--- src/rtl/config_pkg.sv ---
// ----------------------------------------------------------------------------
// config_pkg
// Shared constants and types for the ALU packet engine.
//   - Opcodes carried in the first header byte.
//   - ERR_BYTE: single byte returned for malformed packets when the build
//     defines ALU_PACKET_ERR_RESP_EN.
//   - HDR_BYTES: header size; the packet length field includes it.
//   - SER_CNT_W: width of the serializer byte-count load value.
//   - alu_pkt_state_e: engine FSM states (ERR exists only when
//     ALU_PACKET_ERR_RESP_EN is defined).
// ----------------------------------------------------------------------------
package config_pkg;

    localparam logic [7:0] OPCODE_ECHO = 8'hEC;
    localparam logic [7:0] OPCODE_ADD  = 8'hA0;
    localparam logic [7:0] OPCODE_MUL  = 8'hA1;
    localparam logic [7:0] OPCODE_DIV  = 8'hA2;

    localparam logic [7:0] ERR_BYTE  = 8'hEE;
    localparam int         HDR_BYTES = 4;

    // Enough for BYTES up to 8 (DATA_W = 64).
    localparam int SER_CNT_W = 4;

    typedef enum logic [3:0] {
        HDR_OP,
        HDR_RSV,
        LEN_LO,
        LEN_HI,
        ECHO,
        COLLECT,
        EXEC,
        RESULT,
        DRAIN
`ifdef ALU_PACKET_ERR_RESP_EN
        ,
        ERR
`endif
    } alu_pkt_state_e;

endpackage

--- src/rtl/alu_result_serializer.sv ---
// ----------------------------------------------------------------------------
// alu_result_serializer
// Loads a DATA_W word together with a byte count and emits that many bytes,
// least significant first, over a valid/ready byte port.
//
// Handshake: a byte moves when tx_valid_o && tx_ready_i are both high at a
// rising clock edge; tx_valid_o and tx_data_o stay stable until then.
//
// Ports:
//   clk_i, rst_i     clock, asynchronous active-high reset
//   load_i           load request; honoured only while idle (!tx_valid_o)
//   load_word_i      word to send
//   load_cnt_i       number of bytes to send (0 loads nothing)
//   tx_data_o        current byte
//   tx_valid_o       byte valid
//   tx_ready_i       consumer accepts byte
//   done_o           one-cycle strobe on the handshake of the last byte
// ----------------------------------------------------------------------------
module alu_result_serializer
    import config_pkg::*;
#(
    parameter int DATA_W = 32
) (
    input  logic                 clk_i,
    input  logic                 rst_i,
    input  logic                 load_i,
    input  logic [DATA_W-1:0]    load_word_i,
    input  logic [SER_CNT_W-1:0] load_cnt_i,
    output logic [7:0]           tx_data_o,
    output logic                 tx_valid_o,
    input  logic                 tx_ready_i,
    output logic                 done_o
);

    logic [DATA_W-1:0]    shift_q, shift_d;
    logic [SER_CNT_W-1:0] cnt_q, cnt_d;
    logic                 valid_q, valid_d;
    logic                 tx_fire;

    assign tx_data_o  = shift_q[7:0];
    assign tx_valid_o = valid_q;
    assign tx_fire    = valid_q && tx_ready_i;
    assign done_o     = tx_fire && (cnt_q == SER_CNT_W'(1));

    always_comb begin
        shift_d = shift_q;
        cnt_d   = cnt_q;
        valid_d = valid_q;
        if (load_i && !valid_q) begin
            shift_d = load_word_i;
            cnt_d   = load_cnt_i;
            valid_d = (load_cnt_i != '0);
        end else if (tx_fire) begin
            shift_d = shift_q >> 8;
            cnt_d   = cnt_q - SER_CNT_W'(1);
            if (cnt_q == SER_CNT_W'(1)) begin
                valid_d = 1'b0;
            end
        end
    end

    always_ff @(posedge clk_i or posedge rst_i) begin
        if (rst_i) begin
            shift_q <= '0;
            cnt_q   <= '0;
            valid_q <= 1'b0;
        end else begin
            shift_q <= shift_d;
            cnt_q   <= cnt_d;
            valid_q <= valid_d;
        end
    end

endmodule

--- src/rtl/alu_packet_engine.sv ---
// ----------------------------------------------------------------------------
// alu_packet_engine
// Byte-stream packet engine. Parses a 4-byte header (opcode, reserved,
// length LSB, length MSB; length includes the header), then either echoes
// the payload, folds little-endian DATA_W operands (ADD locally, MUL/DIV via
// an external unit) and returns the result LSB first, or drains a malformed
// packet.
//
// Build option: define ALU_PACKET_ERR_RESP_EN to answer malformed packets
// (unknown opcode, bad length, len < 4) with a single ERR_BYTE after the
// payload has been drained. Without it such packets are dropped silently.
//
// Handshakes (rx, tx, op request): a transfer happens at a rising edge where
// valid and ready are both high; the valid side holds its data stable until
// then. op_resp_valid_i is a one-cycle strobe with no ready.
//
// Ports:
//   clk_i, rst_i              clock, asynchronous active-high reset
//   rx_data_i/valid_i/ready_o received byte stream
//   tx_data_o/valid_o/ready_i transmitted byte stream
//   op_req_valid_o/ready_i    request to the MUL/DIV unit
//   op_sel_o                  0 = signed MUL, 1 = signed DIV (a/b)
//   op_a_o, op_b_o            accumulator and newest operand
//   op_resp_valid_i           result strobe
//   op_result_i               low DATA_W bits of the result
//   dbg_state_o               current FSM state (alu_pkt_state_e encoding)
// ----------------------------------------------------------------------------
module alu_packet_engine
    import config_pkg::*;
#(
    parameter int DATA_W = 32
) (
    input  logic              clk_i,
    input  logic              rst_i,
    input  logic [7:0]        rx_data_i,
    input  logic              rx_valid_i,
    output logic              rx_ready_o,
    output logic [7:0]        tx_data_o,
    output logic              tx_valid_o,
    input  logic              tx_ready_i,
    output logic              op_req_valid_o,
    input  logic              op_req_ready_i,
    output logic              op_sel_o,
    output logic [DATA_W-1:0] op_a_o,
    output logic [DATA_W-1:0] op_b_o,
    input  logic              op_resp_valid_i,
    input  logic [DATA_W-1:0] op_result_i,
    output logic [3:0]        dbg_state_o
);

    localparam int BYTES = DATA_W / 8;
    localparam int BCW   = (BYTES > 1) ? $clog2(BYTES) : 1;

    localparam logic [15:0]          BYTES16   = 16'(BYTES);
    localparam logic [15:0]          TWO_OPS16 = 16'(2 * BYTES);
    localparam logic [BCW-1:0]       LAST_BYTE = BCW'(BYTES - 1);
    localparam logic [SER_CNT_W-1:0] RES_CNT   = SER_CNT_W'(BYTES);

    // Where a malformed packet ends up once its payload is gone.
`ifdef ALU_PACKET_ERR_RESP_EN
    localparam alu_pkt_state_e BAD_END = ERR;
`else
    localparam alu_pkt_state_e BAD_END = HDR_OP;
`endif

    alu_pkt_state_e    state_q, state_d;
    logic [7:0]        opcode_q, opcode_d;
    logic [7:0]        len_lo_q, len_lo_d;
    logic [15:0]       pay_cnt_q, pay_cnt_d;
    logic [BCW-1:0]    byte_cnt_q, byte_cnt_d;
    logic              first_q, first_d;
    logic              req_acked_q, req_acked_d;
    logic [DATA_W-1:0] acc_q, acc_d;
    logic [DATA_W-1:0] op_q, op_d;

    logic [15:0]          len_full;
    logic [15:0]          pay_len;
    logic                 add_mul_len_ok;
    logic                 div_len_ok;
    logic [DATA_W-1:0]    op_shift;
    logic                 op_last_byte;

    logic                 ser_load;
    logic [DATA_W-1:0]    ser_word;
    logic [SER_CNT_W-1:0] ser_cnt;
    logic                 ser_done;

    // Length as it stands while the MSB byte is on rx_data_i.
    assign len_full = {rx_data_i, len_lo_q};
    assign pay_len  = len_full - 16'(HDR_BYTES);

    assign add_mul_len_ok = (pay_len != 16'd0) && ((pay_len % BYTES16) == 16'd0)
                            && (pay_len >= TWO_OPS16);
    assign div_len_ok     = (pay_len == TWO_OPS16);

    // Little-endian assembly: new byte enters at the top, so after BYTES
    // bytes the first one received sits in bits [7:0].
    assign op_shift     = (DATA_W'(rx_data_i) << (DATA_W - 8)) | (op_q >> 8);
    assign op_last_byte = (byte_cnt_q == LAST_BYTE);

    assign op_sel_o    = (opcode_q == OPCODE_DIV);
    assign op_a_o      = acc_q;
    assign op_b_o      = op_q;
    assign dbg_state_o = state_q;

    always_comb begin
        state_d        = state_q;
        opcode_d       = opcode_q;
        len_lo_d       = len_lo_q;
        pay_cnt_d      = pay_cnt_q;
        byte_cnt_d     = byte_cnt_q;
        first_d        = first_q;
        req_acked_d    = req_acked_q;
        acc_d          = acc_q;
        op_d           = op_q;
        rx_ready_o     = 1'b0;
        op_req_valid_o = 1'b0;
        ser_load       = 1'b0;
        ser_word       = '0;
        ser_cnt        = '0;

        case (state_q)
            HDR_OP: begin
                rx_ready_o = 1'b1;
                if (rx_valid_i) begin
                    opcode_d    = rx_data_i;
                    byte_cnt_d  = '0;
                    first_d     = 1'b1;
                    req_acked_d = 1'b0;
                    state_d     = HDR_RSV;
                end
            end

            HDR_RSV: begin
                rx_ready_o = 1'b1;
                if (rx_valid_i) begin
                    state_d = LEN_LO;
                end
            end

            LEN_LO: begin
                rx_ready_o = 1'b1;
                if (rx_valid_i) begin
                    len_lo_d = rx_data_i;
                    state_d  = LEN_HI;
                end
            end

            LEN_HI: begin
                rx_ready_o = 1'b1;
                if (rx_valid_i) begin
                    pay_cnt_d = pay_len;
                    if (len_full < 16'(HDR_BYTES)) begin
                        pay_cnt_d = 16'd0;
                        state_d   = BAD_END;
                    end else if (opcode_q == OPCODE_ECHO) begin
                        state_d = (pay_len == 16'd0) ? HDR_OP : ECHO;
                    end else if (((opcode_q == OPCODE_ADD) || (opcode_q == OPCODE_MUL))
                                 && add_mul_len_ok) begin
                        state_d = COLLECT;
                    end else if ((opcode_q == OPCODE_DIV) && div_len_ok) begin
                        state_d = COLLECT;
                    end else begin
                        state_d = (pay_len == 16'd0) ? BAD_END : DRAIN;
                    end
                end
            end

            ECHO: begin
                // The serializer doubles as the single-entry tx register.
                rx_ready_o = !tx_valid_o && (pay_cnt_q != 16'd0);
                if (rx_valid_i && rx_ready_o) begin
                    pay_cnt_d = pay_cnt_q - 16'd1;
                    ser_load  = 1'b1;
                    ser_word  = DATA_W'(rx_data_i);
                    ser_cnt   = SER_CNT_W'(1);
                end
                if (ser_done && (pay_cnt_q == 16'd0)) begin
                    state_d = HDR_OP;
                end
            end

            COLLECT: begin
                rx_ready_o = 1'b1;
                if (rx_valid_i) begin
                    pay_cnt_d  = pay_cnt_q - 16'd1;
                    op_d       = op_shift;
                    byte_cnt_d = op_last_byte ? '0 : byte_cnt_q + BCW'(1);
                    if (op_last_byte) begin
                        if (first_q) begin
                            acc_d   = op_shift;
                            first_d = 1'b0;
                        end else if (opcode_q == OPCODE_ADD) begin
                            acc_d = acc_q + op_shift;
                            if (pay_cnt_q == 16'd1) begin
                                state_d = RESULT;
                            end
                        end else begin
                            state_d = EXEC;
                        end
                    end
                end
            end

            EXEC: begin
                op_req_valid_o = !req_acked_q;
                if (op_req_valid_o && op_req_ready_i) begin
                    req_acked_d = 1'b1;
                end
                // A strobe in the handshake cycle itself counts as the answer.
                if (op_resp_valid_i && (req_acked_q || op_req_ready_i)) begin
                    acc_d       = op_result_i;
                    req_acked_d = 1'b0;
                    state_d     = (pay_cnt_q == 16'd0) ? RESULT : COLLECT;
                end
            end

            RESULT: begin
                if (ser_done) begin
                    state_d = HDR_OP;
                end
            end

            DRAIN: begin
                rx_ready_o = 1'b1;
                if (rx_valid_i) begin
                    pay_cnt_d = pay_cnt_q - 16'd1;
                    if (pay_cnt_q == 16'd1) begin
                        state_d = BAD_END;
                    end
                end
            end

`ifdef ALU_PACKET_ERR_RESP_EN
            ERR: begin
                if (ser_done) begin
                    state_d = HDR_OP;
                end
            end
`endif

            default: begin
                state_d = HDR_OP;
            end
        endcase

        // Load the serializer on entry so the first byte is valid next cycle.
        if ((state_d == RESULT) && (state_q != RESULT)) begin
            ser_load = 1'b1;
            ser_word = acc_d;
            ser_cnt  = RES_CNT;
        end
`ifdef ALU_PACKET_ERR_RESP_EN
        if ((state_d == ERR) && (state_q != ERR)) begin
            ser_load = 1'b1;
            ser_word = DATA_W'(ERR_BYTE);
            ser_cnt  = SER_CNT_W'(1);
        end
`endif
    end

    always_ff @(posedge clk_i or posedge rst_i) begin
        if (rst_i) begin
            state_q     <= HDR_OP;
            opcode_q    <= '0;
            len_lo_q    <= '0;
            pay_cnt_q   <= '0;
            byte_cnt_q  <= '0;
            first_q     <= 1'b1;
            req_acked_q <= 1'b0;
            acc_q       <= '0;
            op_q        <= '0;
        end else begin
            state_q     <= state_d;
            opcode_q    <= opcode_d;
            len_lo_q    <= len_lo_d;
            pay_cnt_q   <= pay_cnt_d;
            byte_cnt_q  <= byte_cnt_d;
            first_q     <= first_d;
            req_acked_q <= req_acked_d;
            acc_q       <= acc_d;
            op_q        <= op_d;
        end
    end

    alu_result_serializer #(
        .DATA_W (DATA_W)
    ) u_ser (
        .clk_i       (clk_i),
        .rst_i       (rst_i),
        .load_i      (ser_load),
        .load_word_i (ser_word),
        .load_cnt_i  (ser_cnt),
        .tx_data_o   (tx_data_o),
        .tx_valid_o  (tx_valid_o),
        .tx_ready_i  (tx_ready_i),
        .done_o      (ser_done)
    );

endmodule

--- config.mk ---
export PLATFORM = sky130hd
export DESIGN_NAME = alu_packet_engine
export DESIGN_NICKNAME = d
export VERILOG_FILES = /design/src/rtl/config_pkg.sv /design/src/rtl/alu_result_serializer.sv /design/src/rtl/alu_packet_engine.sv
export SDC_FILE = /design/constraint.sdc
export NUM_CORES = 1
export LEC_CHECK = 0
export ABC_AREA = 1
export ABC_CLOCK_PERIOD_IN_PS = 4900
export CORE_MARGIN = 2
export CORE_UTILIZATION = 55
export DETAILED_ROUTE_END_ITERATION = 8
export PLACE_DENSITY = 0.82
export SLEW_MARGIN = 20
export SYNTH_ARGS = -nofsm -noshare
export SYNTH_HDL_FRONTEND = slang
export SYNTH_SLANG_ARGS = --single-unit
--- constraint.sdc ---
create_clock -name clk_i -period 4.9 [get_ports clk_i]
set_input_delay 0.735 -clock clk_i [delete_from_list [all_inputs] [get_ports clk_i]]
set_output_delay 0.735 -clock clk_i [all_outputs]
set_load 0.02 [all_outputs]
==> summary.txt, run 1 <==
Worst hold path
  – Worst hold start: op_b_o[7]$_DFFE_PP0P_
  – Hold Path Sink: op_b_o[7]$_DFFE_PP0P_
  – Hold depth: 2
  – Hold WC Path Type: reg -> reg

Clock network
  – Post_cts resized: 0
  – Post-CTS Hold Buffers: 0
  – Postcts setup bufs: 0
  – CTS H-Tree Depth: 4
  – Clock Pin Slew Worst Setup and Hold Paths: 60 ps
  – TritonCTS Buffers: 17
  – Clk_lat worst skew: 440 ps
  – Clock Path Buffers: 2
  – CTS tree: built
  – Root buf cell: clkbuf_16
  – CTS sink cnt: 141

Pwr
  – Switch share: 0.4995
  – Peak supply drop: between 0.0004 and 0.0005 V
  – Sw Pwr: 0.003950 W
  – Logic pwr share: 0.531
  – Leak: 6.266 nW
  – Pwr per Cell Area: 628.1 nW/µm²
  – Clock power share: 0.183
  – Cell internal pwr: 0.003958 W
  – Sequential power share: 0.286

Placement
  – DP HPWL: 28160 µm
  – Post-placement cell count: 1871
  – IO Port Bufs: approximately 130
  – Gp weighted congestion: 0.9914

Global route
  – Pin count of the biggest net entering global routing: 88
  – Gr ovfl total: 0
  – Initial antenna violation count: 0
  – GR Util All Layers: 0.3730
  – Vias in the first global route: 10.37k
  – First-pass GRT wire length: 57850 µm

Synthesis
  – Synth Warn #: 0
  – Synthesized instance count: 1557
  – Post-synthesis async set-or-reset flop share: 1.000
  – Sequential-to-total area share from yosys stat: 0.3337
  – Prevailing post-synth register cell: dfrtp_1
  – EDFF count, synth: 0
  – Post-Syn Area per Cell: 6.794 µm²
  – Cell variety after synth: 54
  – Synth Register Bits: 141
  – Syn_nets: 1643
  – Netlist Area Pre-Place: 10580 µm²

Critical path
  – Worst path max stage delay: 610 ps
  – Required @ worst endpoint: around 5200 ps
  – FF-to-FF setup slack: roughly 1300 ps
  – CP Capture Type: register
  – R2r startpoint: len_lo_q[2]$_DFFE_PP0P_
  – Data arrival, critical path: 4100 ps
  – Crit path cell chain: clkdlybuf4s50_1, nor2_1, nand2_2, nor2_4, nand2_1, nand2_1, nand3_1, nor2_2, nand3_1, nand3_1, nand3_1, nand2_1, nand2_2, nand3_4, buf_4, clkinv_2, nand2_1, nand2_1, nand2_1, nand2_1
  – Critical path class: in -> reg
  – Slowest-stage cell, CP: clkdlybuf4s50_1
  – Worst setup SP type: primary input
  – Cell mode on critical path: nand2_1
  – Worst path bufs/invs: 3
  – R2R Path End: u_ser.shift_q[22]$_DFFE_PP0P_
  – R2R cell count: 19
  – Worst-path maximum fanout: 29
  – Largest delay share family, worst path: simple AND/OR/NAND/NOR gates

Routing
  – Vias: between 10k and 15k
  – Vias per cell: approximately 6
  – DR WL/cell: 19.60 µm
  – DRC Markers: 0
  – Post-DRT Antenna Nets: 0
  – DRT Pass-1 Iters: 6
  – Final WL: 37310 µm
  – Initial DRC count: 1538

STA
  – Final TNS setup: 0 ps
  – Max Clock Freq: approximately 260 MHz
  – Tightest Pin Transition: 987.1 ps
  – Post-route clock skew: 15.07 ps
  – Period utilisation layout: 0.7717
  – Min Tclk post-route: 3781 ps
  – Final count of negative-setup-slack endpoints: 0
  – Hold Fails Final Rpt: 0
  – Count of pins over their slew limit: 0
  – Slew HR: 0.3396
  – Unrepaired setup endpoints after global routing: no

Layout
  – Area growth from synthesis to layout: 19.02%
  – Nets: 1742
  – N_diodes: 0
  – Ratio of cells with drive above 1 in the final layout: 0.07430
  – Non-filler cells in the finished layout: 1903

Floorplanning
  – DIE WIDTH: 142.7 µm
  – # rows: 50
  – IO Pins: 126
  – Die height: 142.7 µm
  – Core ar.: 18770 µm²
  – Initial Utilization: 0.5636
  – Die area: 20360 µm²

Run
  – Number of max-cap violations: 0

Run status
  – Status: finished, final reports clean
## synth_stat cells (15+ instances only)
master     count  area [µm²]
nor2_1       150       563.0
a22oi_1       19       142.6
nand2_1      469        1760
nor3_1        15       75.07
clkbuf_1      38       142.6
nand4_1       16       100.1
o2111ai_1     16       140.1
ha_1          39       488.0
inv_1        185       694.4
nand3_1      110       550.5
mux2_2        19       214.0
a21oi_1       71       355.3
dfrtp_1      140        3503
o22ai_1       23       143.9
o21ai_0       94       470.5
## worst reg2reg max path, delay by kind of cell, from the launching register on
kind	cells	cell delay, ps
buf+inv	3	700
xor+xnor	1	360
simple gates	14	1730
flops	1	440
fa+ha+maj	1	260
## how the worst max path moves through the flow
stage                 startpoint                       endpoint  slack (ps)  cells after the start
floorplan                  rst_i      byte_cnt_q[0]$_DFFE_PP0P_         390                      1
global placement    rx_data_i[0]  u_ser.shift_q[22]$_DFFE_PP0P_         840                     20
detailed placement  rx_data_i[0]  u_ser.shift_q[22]$_DFFE_PP0P_         770                     20
CTS                 rx_data_i[0]  u_ser.shift_q[22]$_DFFE_PP0P_        1200                     20
global route        rx_data_i[0]  u_ser.shift_q[22]$_DFFE_PP0P_         820                     20
finish              rx_data_i[0]  u_ser.shift_q[22]$_DFFE_PP0P_        1120                     20
## cell type report
class / instances / area, µm²
well taps: 234 / 292.8
fillers: 1649 / 6178
multi-input cells: 1154 / 5993
clock buffers: 18 / 439.2
inverters: 200 / 757.0
flip-flops and latches: 141 / 3530
clock inverters: 14 / 198.9
repair buffers: 142 / 1379
## per-stage QoR
step	setup WS (ps)	instance area (µm²)	hold slack [ps]	total power (W)	util
2_1_floorplan	385.4	10580	448.8	0.004806	-
3_3_place_gp	840.3	11950	464.0	0.006202	0.6368
3_5_place_dp	767.4	11950	466.9	0.006307	0.6368
4_1_cts	1197	12590	485.1	0.007764	0.6708
5_1_grt	820.3	12590	502.6	0.008411	0.6708
6_report	1119	12590	483.8	0.007908	0.6708
## flip-flops by register name, summed over array words and instances, names as in the netlist
signal and cells:
opcode_q 8, op_b_o 32, u_ser.tx_valid_o 1, op_a_o 32, req_acked_q 1, pay_cnt_q 16, byte_cnt_q 2, u_ser.cnt_q 4
len_lo_q 8, dbg_state_o 4, first_q 1, u_ser.shift_q 32
## logic make-up after synthesis
logic type | count (synthesis) | synth area share
xor gates and xnor gates | 16 | 0.01396
muxes | 19 | 0.02023
AOI/OAI and AO/OA | 291 | 0.1736
adders and majority gates | 40 | 0.04802
DFF | 141 | 0.3337
and+or+nand+nor | 788 | 0.3100
buffers and inverters | 262 | 0.1004
## layer usage
metal	global-route usage	share of wire	vias to the layer above	routed length, µm
li1	-	-	5332	-
met1	0.5507	0.42	5345	15810
met2	0.5309	0.42	685	15660
met3	0.09457	0.12	83	4608
met4	0.1261	0.033	0	1231
met5	0	0	-	0
## power by group through the flow
| stage | logic, W | registers [W] | clock network (W) |
|---|---|---|---|
| 6_report | 0.00420 | 0.00226 | 0.00145 |
| 2_1_floorplan | 0.00256 | 0.00225 | 0 |
| 5_1_grt | 0.00462 | 0.00229 | 0.00150 |
| 3_3_place_gp | 0.00399 | 0.00221 | 0 |
| 3_5_place_dp | 0.00408 | 0.00223 | 0 |
| 4_1_cts | 0.00410 | 0.00222 | 0.00145 |
## cell usage in the layout, fill, tap and decap left out, types with 10 or more instances in the layout
cell type,Yosys,routed
nand2_1,469,468
mux2_2,19,19
nand4_1,16,16
nand3_1,110,110
o2111ai_1,16,16
inv_2,13,13
xor2_1,10,10
dfrtp_1,140,140
o211ai_1,13,13
inv_1,185,184
a21oi_1,71,71
clkbuf_16,0,17
ha_1,39,39
nor2_1,150,148
o21ai_0,94,94
buf_4,8,17
nor3_1,15,15
clkdlybuf4s50_1,0,125
a221oi_1,13,13
a22oi_1,19,19
o22ai_1,23,23
Power figures use the tool's default switching activity.
==> run 2: changes to the inputs <==
--- a/config.mk
+++ b/config.mk
@@ -6,7 +6,7 @@
 export NUM_CORES = 1
 export LEC_CHECK = 0
 export ABC_AREA = 1
-export ABC_CLOCK_PERIOD_IN_PS = 4900
+export ABC_CLOCK_PERIOD_IN_PS = 3490
 export CORE_MARGIN = 2
 export CORE_UTILIZATION = 55
 export DETAILED_ROUTE_END_ITERATION = 8
==> constraint.sdc (replaced) <==
create_clock -name clk_i -period 3.49 [get_ports clk_i]
set_input_delay 0.5235 -clock clk_i [delete_from_list [all_inputs] [get_ports clk_i]]
set_output_delay 0.5235 -clock clk_i [all_outputs]
set_load 0.02 [all_outputs]
==> run 2 against run 1 <==
Cell count rose by 1.5%. Routed wire length rose by 3.7%. First-iteration DRC count is 9.9% lower. Critical endpoint is now u_ser.shift_q[15]$_DFFE_PP0P_. Count of clock-buffer cells in the layout did not move. Worst setup slack worse by 930 ps. Flip-flop and latch count unchanged.
==> summary.txt, run 2 (same netlist as run 1, synthesis figures left out) <==
Layout
  – Area growth from synthesis to layout: 20.87%
  – Post-layout util: 0.6812 (+0.01040)
  – Ratio of cells with drive above 1 in the final layout: 0.08898 (+0.01468)
  – Most frequent cells in the layout: 468 x nand2_1, 184 x inv_1, 148 x nor2_1
  – N_diodes: 0 (unchanged)
  – Commonest non-fill, non-tap cell in the layout: nand2_1
  – Nets: 1770 (+1.6%)
  – Filler instances: 1674 (+1.5%)
  – Area taken by multi-input logic gates: 5993 µm² (unchanged)
  – Reg area: 3530 µm² (unchanged)
  – Non-filler cells in the finished layout: 1931 (+1.5%)

Floorplanning
  – DIE WIDTH: 142.7 µm (unchanged)
  – Core ar.: 18770 µm² (unchanged)
  – # rows: 50 (unchanged)
  – Die height: 142.7 µm (unchanged)
  – Die area: 20360 µm² (unchanged)
  – Initial Utilization: 0.5636 (unchanged)
  – IO Pins: 126 (unchanged)

Clock network
  – Clock Pin Slew Worst Setup and Hold Paths: 70 ps (about the same)
  – CTS H-Tree Depth: 4 (unchanged)
  – CTS sink cnt: 141 (unchanged)
  – Clk_lat worst skew: 440 ps (about the same)
  – Clock Path Buffers: 2 (unchanged)
  – CTS tree: built
  – Root buf cell: clkbuf_16
  – TritonCTS Buffers: 17 (unchanged)

Global route
  – First-pass GRT wire length: 58970 µm (+1.9%)
  – GR Util All Layers: 0.3835 (+0.01053)
  – Met1 Use GR: 0.5761 (+0.02538)
  – Initial antenna violation count: 0 (unchanged)
  – GR Layer Usage met2: 0.5453 (+0.01442)
  – Grt met3 use: 0.09088 (-0.003689)
  – Pin count of the biggest net entering global routing: 59 (-33%)
  – Gr ovfl total: 0 (unchanged)
  – Vias in the first global route: 10.47k (+0.91%)
  – Top Usage Layer GRT: met1

Pwr
  – Leak: 6.392 nW (+2.0%)
  – Switch share: 0.4998 (about the same)
  – Logic pwr share: 0.551 (+0.020)
  – Cell internal pwr: 0.005582 W (+41%)
  – Peak supply drop: 0.0005268 V (+26%)
  – Clock power share: 0.172 (-0.011)
  – Pwr per Cell Area: 872.9 nW/µm² (+39%)
  – Sequential power share: 0.277 (-0.009)
  – Sw Pwr: 0.005578 W (+41%)

Critical path
  – Data arrival, critical path: 3630 ps (-470 ps)
  – Crit. Startpoint: len_lo_q[2]$_DFFE_PP0P_
  – Critical path class: reg -> reg
  – CP Capture Type: register
  – R2r startpoint: len_lo_q[2]$_DFFE_PP0P_
  – R2R cell count: 17 (-2)
  – Required @ worst endpoint: 3820 ps (-1400 ps)
  – Worst setup SP type: register
  – R2R Path End: u_ser.shift_q[15]$_DFFE_PP0P_
  – Worst-path maximum fanout: 14 (-52%)
  – FF-to-FF setup slack: 190 ps (-1120 ps)
  – Worst Setup EP: u_ser.shift_q[15]$_DFFE_PP0P_

STA
  – Slew HR: 0.4173 (+0.07773)
  – Min Tclk post-route: 3304 ps
  – Unrepaired setup endpoints after global routing: no
  – Max Clock Freq: roughly 300 MHz
  – Post-route clock skew: 14.92 ps (-0.1452 ps)
  – Final TNS setup: 0 ps (unchanged)
  – Worst Setup Slack, final: 185.6 ps (-933.1 ps)
  – Period utilisation layout: 0.9468
  – Count of pins over their slew limit: 0 (unchanged)
  – Hold Fails Final Rpt: 0 (unchanged)
  – Tightest Pin Transition: 866.0 ps (-121.1 ps)
  – Final count of negative-setup-slack endpoints: 0 (unchanged)

Routing
  – Initial DRC count: 1385 (-9.9%)
  – Vias: 11.57k (+1.1%)
  – Final WL: 38700 µm (+3.7%)
  – Post-DRT Antenna Nets: 0 (unchanged)
  – DRT Pass-1 Iters: 7 (+1)
  – DR WL/cell: 20.04 µm (+2.2%)
  – DRC Markers: 0 (unchanged)
  – Vias per cell: 5.990 (-0.40%)

Run status
  – Status: finished, final reports clean

Placement
  – Gp weighted congestion: 1.002 (+1.0%)
  – DP HPWL: 29830 µm (+5.9%)
  – Post-placement cell count: 1899 (+1.5%)
  – IO Port Bufs: 125 (unchanged)
  – Pre-CTS setup slack: 111.3 ps (-656.1 ps)

Worst hold path
  – Hold WC Path Type: reg -> reg

Run
  – Number of max-cap violations: 0 (unchanged)
run 2: changes by cell type in the layout (fill, tap and decap cells not counted), sizes merged:
cell	change
clkinv	+1
buf	+28
bufinv	-1
run 2: how the worst min path moves through the flow:
| stage | slack [ps] | cells past startpoint | start | to |
|---|---|---|---|---|
| finish | 480 | 2 | u_ser.shift_q[12]$_DFFE_PP0P_ | u_ser.shift_q[12]$_DFFE_PP0P_ |
| global route | 520 | 2 | u_ser.shift_q[15]$_DFFE_PP0P_ | u_ser.shift_q[15]$_DFFE_PP0P_ |
| CTS | 480 | 2 | u_ser.shift_q[12]$_DFFE_PP0P_ | u_ser.shift_q[12]$_DFFE_PP0P_ |
| detailed placement | 470 | 2 | u_ser.shift_q[12]$_DFFE_PP0P_ | u_ser.shift_q[12]$_DFFE_PP0P_ |
| global placement | 470 | 2 | opcode_q[4]$_DFFE_PP0P_ | opcode_q[4]$_DFFE_PP0P_ |
| floorplan | 450 | 2 | u_ser.shift_q[12]$_DFFE_PP0P_ | u_ser.shift_q[12]$_DFFE_PP0P_ |
run 2: per-layer routing:
metal,vias up,part of all wire
met1,5378,0.43
met3,72,0.13
li1,5392,-
met5,-,0
met4,0,0.029
met2,725,0.41
run 2: what timing repair did:
action | in CTS | in global routing
setup endpoints to repair | 0 | 2
resized for setup | 0 | 1
setup buffers | 0 | 0
hold buffers | 0 | 0
run 2: cell type report:
class / count / area share
Inverter: 200 / 0.05911
Clock buffer: 18 / 0.03357
Multi-Input combinational cell: 1154 / 0.4688
Sequential cell: 141 / 0.2761
Tap cell: 234 / 0.02290
Clock inverter: 14 / 0.01331
Timing Repair Buffer: 170 / 0.1262
run 2: power groups by stage:
stage | combinational (W) | clock (W) | sequential, W
floorplan | 0.00359 | 0 | 0.00316
global placement | 0.00592 | 0 | 0.00304
detailed placement | 0.00600 | 0 | 0.00305
CTS | 0.00603 | 0.00192 | 0.00303
global route | 0.00672 | 0.00199 | 0.00313
finish | 0.00614 | 0.00192 | 0.00309
run 2: worst max-delay path: stages, from the launching register on:
cell and delay, ps:
dfrtp_1 480, inv_1 150, ha_1 260, xnor2_1 350
nand2_1 100, nor2_1 150, nand2_1 90, nor3_1 240
nand3_1 180, nand2_1 110, nand2_1 110, a21oi_4 190
nand3_4 210, buf_4 280, nand3_1 100, nand2_1 70
nand2_1 70, nand2_1 40
run 2: per-stage QoR:
step,instance area (µm²),power (W),hold slack [ps]
floorplan,10580,0.006748,448.8
global placement,12190,0.008955,468.0
detailed placement,12190,0.009044,466.2
CTS,12780,0.01098,483.4
global route,12780,0.01183,518.3
finish,12780,0.01116,484.5
